===== config.mk =====
export PLATFORM = sky130hd
export DESIGN_NAME = pc_redirect_ctrl
export DESIGN_NICKNAME = d
export VERILOG_FILES = /design/src/rtl/pc_redirect_ctrl.sv
export SDC_FILE = /design/constraint.sdc
export NUM_CORES = 1
export LEC_CHECK = 0
export BUFFER_PORTS_ARGS = -buffer_cell sky130_fd_sc_hd__buf_2
export CAP_MARGIN = 0
export CORE_MARGIN = 2
export CORE_UTILIZATION = 40
export CTS_CLUSTER_DIAMETER = 60
export DETAILED_ROUTE_END_ITERATION = 7
export GPL_ROUTABILITY_DRIVEN = 0
export GPL_TIMING_DRIVEN = 0
export MAX_ROUTING_LAYER = met4
export PLACE_DENSITY = 0.69
export SETUP_SLACK_MARGIN = 0.4
export SLEW_MARGIN = 20
export SYNTH_ARGS = -nofsm -noshare
export SYNTH_HDL_FRONTEND = slang
export SYNTH_SLANG_ARGS = --single-unit

===== constraint.sdc =====
create_clock -name clk -period 4.75 [get_ports clk]
set_input_delay 0.475 -clock clk [delete_from_list [all_inputs] [get_ports clk]]
set_output_delay 0.475 -clock clk [all_outputs]
set_load 0.01 [all_outputs]

===== src/rtl/pc_redirect_ctrl.sv =====
// Control-flow redirect controller: decodes one branch/jump per issue and drives a one-cycle PC load.
// Optional PC_REDIRECT_LINK_EN adds a return-address (pc+4) write pulse alongside the load.
module pc_redirect_ctrl #(
    parameter int ADDR_W = 32
) (
    input  logic              clk,
    input  logic              reset,
    input  logic              issue,
    input  logic              jmsub,
    input  logic              jrs,
    input  logic              balrn,
    input  logic              bneal,
    input  logic              beq,
    input  logic [1:0]        status,
    input  logic [ADDR_W-1:0] pc,
    input  logic [ADDR_W-1:0] br_off,
    input  logic [ADDR_W-1:0] rs_val,
    input  logic              mem_ack,
    input  logic [ADDR_W-1:0] mem_rdata,
    output logic              busy,
    output logic              pc_load,
    output logic [1:0]        pc_sel,
    output logic [ADDR_W-1:0] pc_target,
    output logic              mem_req,
    output logic [ADDR_W-1:0] mem_addr,
    output logic              link_we,
    output logic [ADDR_W-1:0] link_data
);

    typedef enum logic [1:0] {IDLE, MEM_WAIT, REDIRECT} state_t;

    state_t state;

    logic zero;
    logic neg;
    logic take_rel;
    logic take_mem;
    logic take_reg;
    logic signed [ADDR_W-1:0] off_s;
    logic [ADDR_W-1:0] rel_target;

    // Instruction fetch is word aligned, so every redirect target drops its low two bits.
    function automatic logic [ADDR_W-1:0] word_align(input logic [ADDR_W-1:0] a);
        return {a[ADDR_W-1:2], 2'b00};
    endfunction

    assign zero       = status[1];
    assign neg        = status[0];
    assign take_rel   = (bneal & ~zero) | (beq & zero);
    assign take_mem   = ~take_rel & (jrs | jmsub);
    assign take_reg   = ~take_rel & ~take_mem & balrn & neg;
    assign off_s      = br_off;
    assign rel_target = pc + ADDR_W'(4) + $unsigned(off_s);

`ifdef PC_REDIRECT_LINK_EN
    logic link_dec;
    logic link_pend;

    assign link_dec = take_rel ? (bneal & ~zero) : (take_mem ? jmsub : take_reg);
`else
    assign link_we   = 1'b0;
    assign link_data = '0;
`endif

    always_ff @(posedge clk) begin
        if (reset) begin
            state     <= IDLE;
            busy      <= 1'b0;
            pc_load   <= 1'b0;
            pc_sel    <= 2'b00;
            pc_target <= '0;
            mem_req   <= 1'b0;
            mem_addr  <= '0;
`ifdef PC_REDIRECT_LINK_EN
            link_we   <= 1'b0;
            link_data <= '0;
            link_pend <= 1'b0;
`endif
        end else begin
            pc_load <= 1'b0;
`ifdef PC_REDIRECT_LINK_EN
            link_we <= 1'b0;
`endif
            case (state)
                IDLE: begin
                    // A not-taken issue leaves every output untouched.
                    if (issue && (take_rel || take_mem || take_reg)) begin
                        busy <= 1'b1;
`ifdef PC_REDIRECT_LINK_EN
                        link_pend <= link_dec;
                        if (link_dec) begin
                            link_data <= pc + ADDR_W'(4);
                        end
`endif
                        if (take_mem) begin
                            mem_addr <= rs_val;
                            mem_req  <= 1'b1;
                            state    <= MEM_WAIT;
                        end else begin
                            pc_target <= word_align(take_rel ? rel_target : rs_val);
                            pc_sel    <= take_rel ? 2'b01 : 2'b11;
                            pc_load   <= 1'b1;
`ifdef PC_REDIRECT_LINK_EN
                            link_we   <= link_dec;
`endif
                            state     <= REDIRECT;
                        end
                    end
                end
                MEM_WAIT: begin
                    if (mem_ack) begin
                        mem_req   <= 1'b0;
                        pc_target <= word_align(mem_rdata);
                        pc_sel    <= 2'b10;
                        pc_load   <= 1'b1;
`ifdef PC_REDIRECT_LINK_EN
                        link_we   <= link_pend;
`endif
                        state     <= REDIRECT;
                    end
                end
                REDIRECT: begin
                    busy  <= 1'b0;
                    state <= IDLE;
                end
                default: begin
                    busy    <= 1'b0;
                    mem_req <= 1'b0;
                    state   <= IDLE;
                end
            endcase
        end
    end

endmodule


# Word-level counts from Yosys, hierarchy flattened
# Index checks and enable logic that the tools add are counted.
# classes
reduce_logical	10
n_eq_ne	6
bitwise	13
muxes	23
n_addsub	2
# ops
cell	count
$mux W32	4
$pmux W32 S2	1
$add A32 B3 Y32 const B	1
$add A32 B32 Y32	1
$mux W2	6
$ne A2 B2 Y1 const B	4
$pmux W2 S2	2
$reduce_and A4 Y1	2
$mux W1	7
$and A1 B1 Y1	6
$not A1 Y1	5
$pmux W1 S2	2
$reduce_and A2 Y1	2
$pmux W1 S3	1
$reduce_and A3 Y1	1
$eq A2 B1 Y1 const B	1
$eq A2 B2 Y1 const B	1
$logic_not A2 Y1	1
$logic_or A1 B1 Y1	2
$or A1 B1 Y1	2
$reduce_bool A2 Y1	1
$logic_and A1 B1 Y1	1
# totals
inputBits	139
output_inout_bits	102
reg_bits	71
elab_cells	61

# Logic depth before layout (Yosys ltp)
# depth
ltp_word	13
mapped_depth	11
ltp_nobuf	11

# Worst setup path after synthesis
# No wires, ideal clock.
# synth_timing
path_kind	input to register
from	input pc[24]
to	register pc_target[31]
t_required_ps	4623
t_arrival_ps	2651
setup_time_ps	127
n_path_buf	1
cell_stages	10
slack_ps	1973
path_cell_list	ha_1 -> ha_1 -> buf_4 -> a21o_1 -> a21o_1 -> a221oi_2 -> o21ai_1 -> a221o_1 -> nor4_1 -> nor4_2
# synth_via
elab_chain_len	6
# synth_lines
element	line_no	text
from (decl)	15	input logic [ADDR_W-1:0] pc,
$add A32 B3 Y32	53	assign rel_target = pc + ADDR_W'(4) + $unsigned(off_s);
$add A32 B32 Y32	53	
$mux W32	100	pc_target <= word_align(take_rel ? rel_target : rs_val);
$mux W32	95	if (take_mem) begin
$mux W32	87	if (issue && (take_rel || take_mem || take_reg)) begin
$pmux W32 S2	84	case (state)
to (signal assigned)	100	
to (signal assigned)	113	pc_target <= word_align(mem_rdata);
to (decl)	23	output logic [ADDR_W-1:0] pc_target,
# No other way between the ends. The select of a mux whose other input is x is not followed.
# A chain may end at the register's enable or synchronous reset.

# Final worst setup path
# layout_timing
from	input pc[1]
to	register pc_target[23]
# Same word-level chain as after synthesis.

==> run metrics <==
root buffer cell clkbuf_16; sequential cell area about 1400 µm²; initial core utilization 0.413; Final #Nets approximately 1200; ANT cells 0; post-layout minimum cycle time around 3 ns; footprint of the multi-input gates 3780 µm²; post-DR vias/cell 5.44; Post-synth top cells 112 x nand2_1, 92 x a21oi_1, 69 x dfxtp_1, 59 x ha_1, 48 x nor2_1; Final setup viols 0; share of cells above drive strength 1 0.289; crit path DAT between 3 and 4 ns; total CTS buffers 9; Crit Path Max Fanout 4; core region area about 13000 µm²; clock transition at the registers of the reported paths ~0.060 ns; Post-synth EDFFs 0; Clock Latency Late Sink 0.33 ns; slowest CP cell o311ai_0; status finished clean; leakage between 3 and 4 nW; # rows 42; required time worst endpoint a little under 5 ns; detailed placement HPWL roughly 15000 µm; via count around 6300; Final ANT Viol Nets 0; Max-slew headroom 0.277; synth warn 0; most common cell in the netlist nand2_1; H-tree Lvls 3; Setup crit end kind flop; Post-CTS Setup Bufs 0; I/O pins 241; drt wl/cell between 15 and 20 µm; area of the die 14800 µm²; Post-Syn Area 5540 µm²; initial antenna violation count 0; Synth area leaders dfxtp_1 25%, ha_1 13%, a21oi_1 8.3%, nand2_1 7.6%, buf_4 4.9%; input/output buffers 203; Cell Pwr Density roughly 280 nW/µm²; Pre-Repair DR Iteration Count 5; skew final about 0.0027 ns; maximum clock rate 331 MHz; Clock Sink Count 69; Finished Core Util 0.536; Peak VDD IR 0.181 mV; post-synth top area share 0.249; Hold Path Class primary input to flop; worst slew pin tran around 1.1 ns; clock tree buffer depth 2; Mapped Cells between 700 and 800; Finished Layout Cells 1155; area growth from synthesis to layout 29.7%; Reg2Reg Setup Slack about 2.3 ns; RSZ-0062 raised after global routing false; setup tns final 0 ns; worst-path cell chain buf_2, ha_1, nand3_1, fa_1, nand2b_1, a21oi_1, o21a_1, o311ai_0, a211oi_1, nor3_1, o31ai_1; hold buffer count at cts 0; Yosys reg bits 69; mean area per synthesized cell 7.63 µm²; Seq/Total Area, Yosys 0.249; max-capacitance violation count 0; Netlist cell types 75; 1st-iter DRT viols roughly 540; Final Hold Fails 0; largest net degree at the start of global routing 12; asr flop ratio synth 0; vias in the first global route about 5700; Setup CP Type primary input to flop; Total Routing Usage GR 0.256; die width between 100 and 150 µm; fin crit share 0.636; Final Slew Violations 0; drt drc 0; global-route wire length before repair roughly 29000 µm; slowest stage delay, CP 0.82 ns; Resize count post-CTS 0; worst slack at placement 1.47 ns; startpoint types primary input; global route total overflow 0; worst hold margin roughly 0.38 ns; placed cells roughly 1100; number of fill cells between 1000 and 1500; final WL 19000 µm; Setup WS post-layout approximately 1.7 ns; CTS tree done; area leader, netlist dfxtp_1; die height approximately 120 µm; top_reg_cell synth dfxtp_1
## routing by layer
metal,GRT usage,up-vias,routed length (µm),share of wire
li1,-,3096,-,-
met1,0.329,2858,8120,0.43
met2,0.428,305,8930,0.47
met3,0.0445,25,1720,0.090
met4,0.0481,0,277,0.015
met5,-,-,0,0
## layout by cell type, fill, tap and decap left out, types with 4 or more instances in the layout
cell type | Yosys | final
and4_1 | 5 | 5
nand4_1 | 10 | 10
nand3_1 | 15 | 15
a31oi_1 | 6 | 6
a221oi_1 | 12 | 12
inv_1 | 20 | 20
clkbuf_16 | 0 | 9
xnor2_1 | 8 | 8
clkbuf_1 | 25 | 26
nor3_1 | 14 | 14
nand2_1 | 112 | 112
buf_2 | 10 | 213
ha_1 | 59 | 59
a211o_1 | 7 | 7
dfxtp_1 | 69 | 69
o2111a_1 | 4 | 4
buf_4 | 36 | 36
o211ai_1 | 8 | 8
or3_1 | 6 | 6
conb_1 | 1 | 35
mux2i_1 | 6 | 6
a211oi_1 | 7 | 7
a21o_1 | 9 | 9
o21a_1 | 10 | 10
o21ai_0 | 46 | 46
o31ai_1 | 4 | 4
a21oi_1 | 92 | 92
nor2_1 | 48 | 48
xor2_1 | 7 | 7
and3_1 | 4 | 4
## cells by family after synthesis
kind of cell	Yosys count	synth area share
muxes	8	0.0149
DFF	69	0.249
other	1	0.000677
xor gates and xnor gates	15	0.0237
and+or+nand+nor	236	0.195
adders and majority gates	60	0.137
buffers and inverters	93	0.0915
AOI/OAI and AO/OA	244	0.288
## layout make-up
cell class / instances / share of cell area
clock buffer: 12 / 0.0357
clock inverter: 4 / 0.00314
buffer: 73 / 0.0601
inverter: 20 / 0.0105
timing repair buffer: 203 / 0.141
sequential: 69 / 0.192
tap: 176 / 0.0307
multi-input combinational: 598 / 0.526
## sequential cells by signal (all words and copies together) (netlist names)
register and flops:
pc_load 1, mem_addr 32, busy 1, pc_sel 2, mem_req 1, pc_target 30
state 2
## worst paths after layout
kind | cells after the start | end | startpoint
max | 11 | pc_target[23]$_SDFFE_PP0P_ | pc[1]
min | 3 | mem_addr[0]$_SDFFE_PP0P_ | rs_val[0]
max reg2reg | 8 | pc_target[21]$_SDFFE_PP0P_ | state[0]$_SDFFE_PP0P_
min reg2reg | 2 | mem_addr[22]$_SDFFE_PP0P_ | mem_addr[22]$_SDFFE_PP0P_
## critical path, delay by kind of cell
family / cells / cell delay [ns]
simple gates: 3 / 0.62
compound gates: 5 / 1.52
buf+inv: 1 / 0.10
fa+ha+maj: 2 / 0.51
## power by group
group / total [W] / switching [W] / internal [W]
clock network: 0.000631 / 0.000252 / 0.000379
registers: 0.000656 / 0.0000263 / 0.000629
logic: 0.000755 / 0.000451 / 0.000305
## metrics by stage
step	power, W	instance area (µm²)
global route	0.00215	7180
CTS	0.00204	7180
finish	0.00204	7180
floorplan	0.00115	5670
global placement	0.00141	6900
detailed placement	0.00141	6900
No activity file was read; power rests on OpenSTA's default activity.
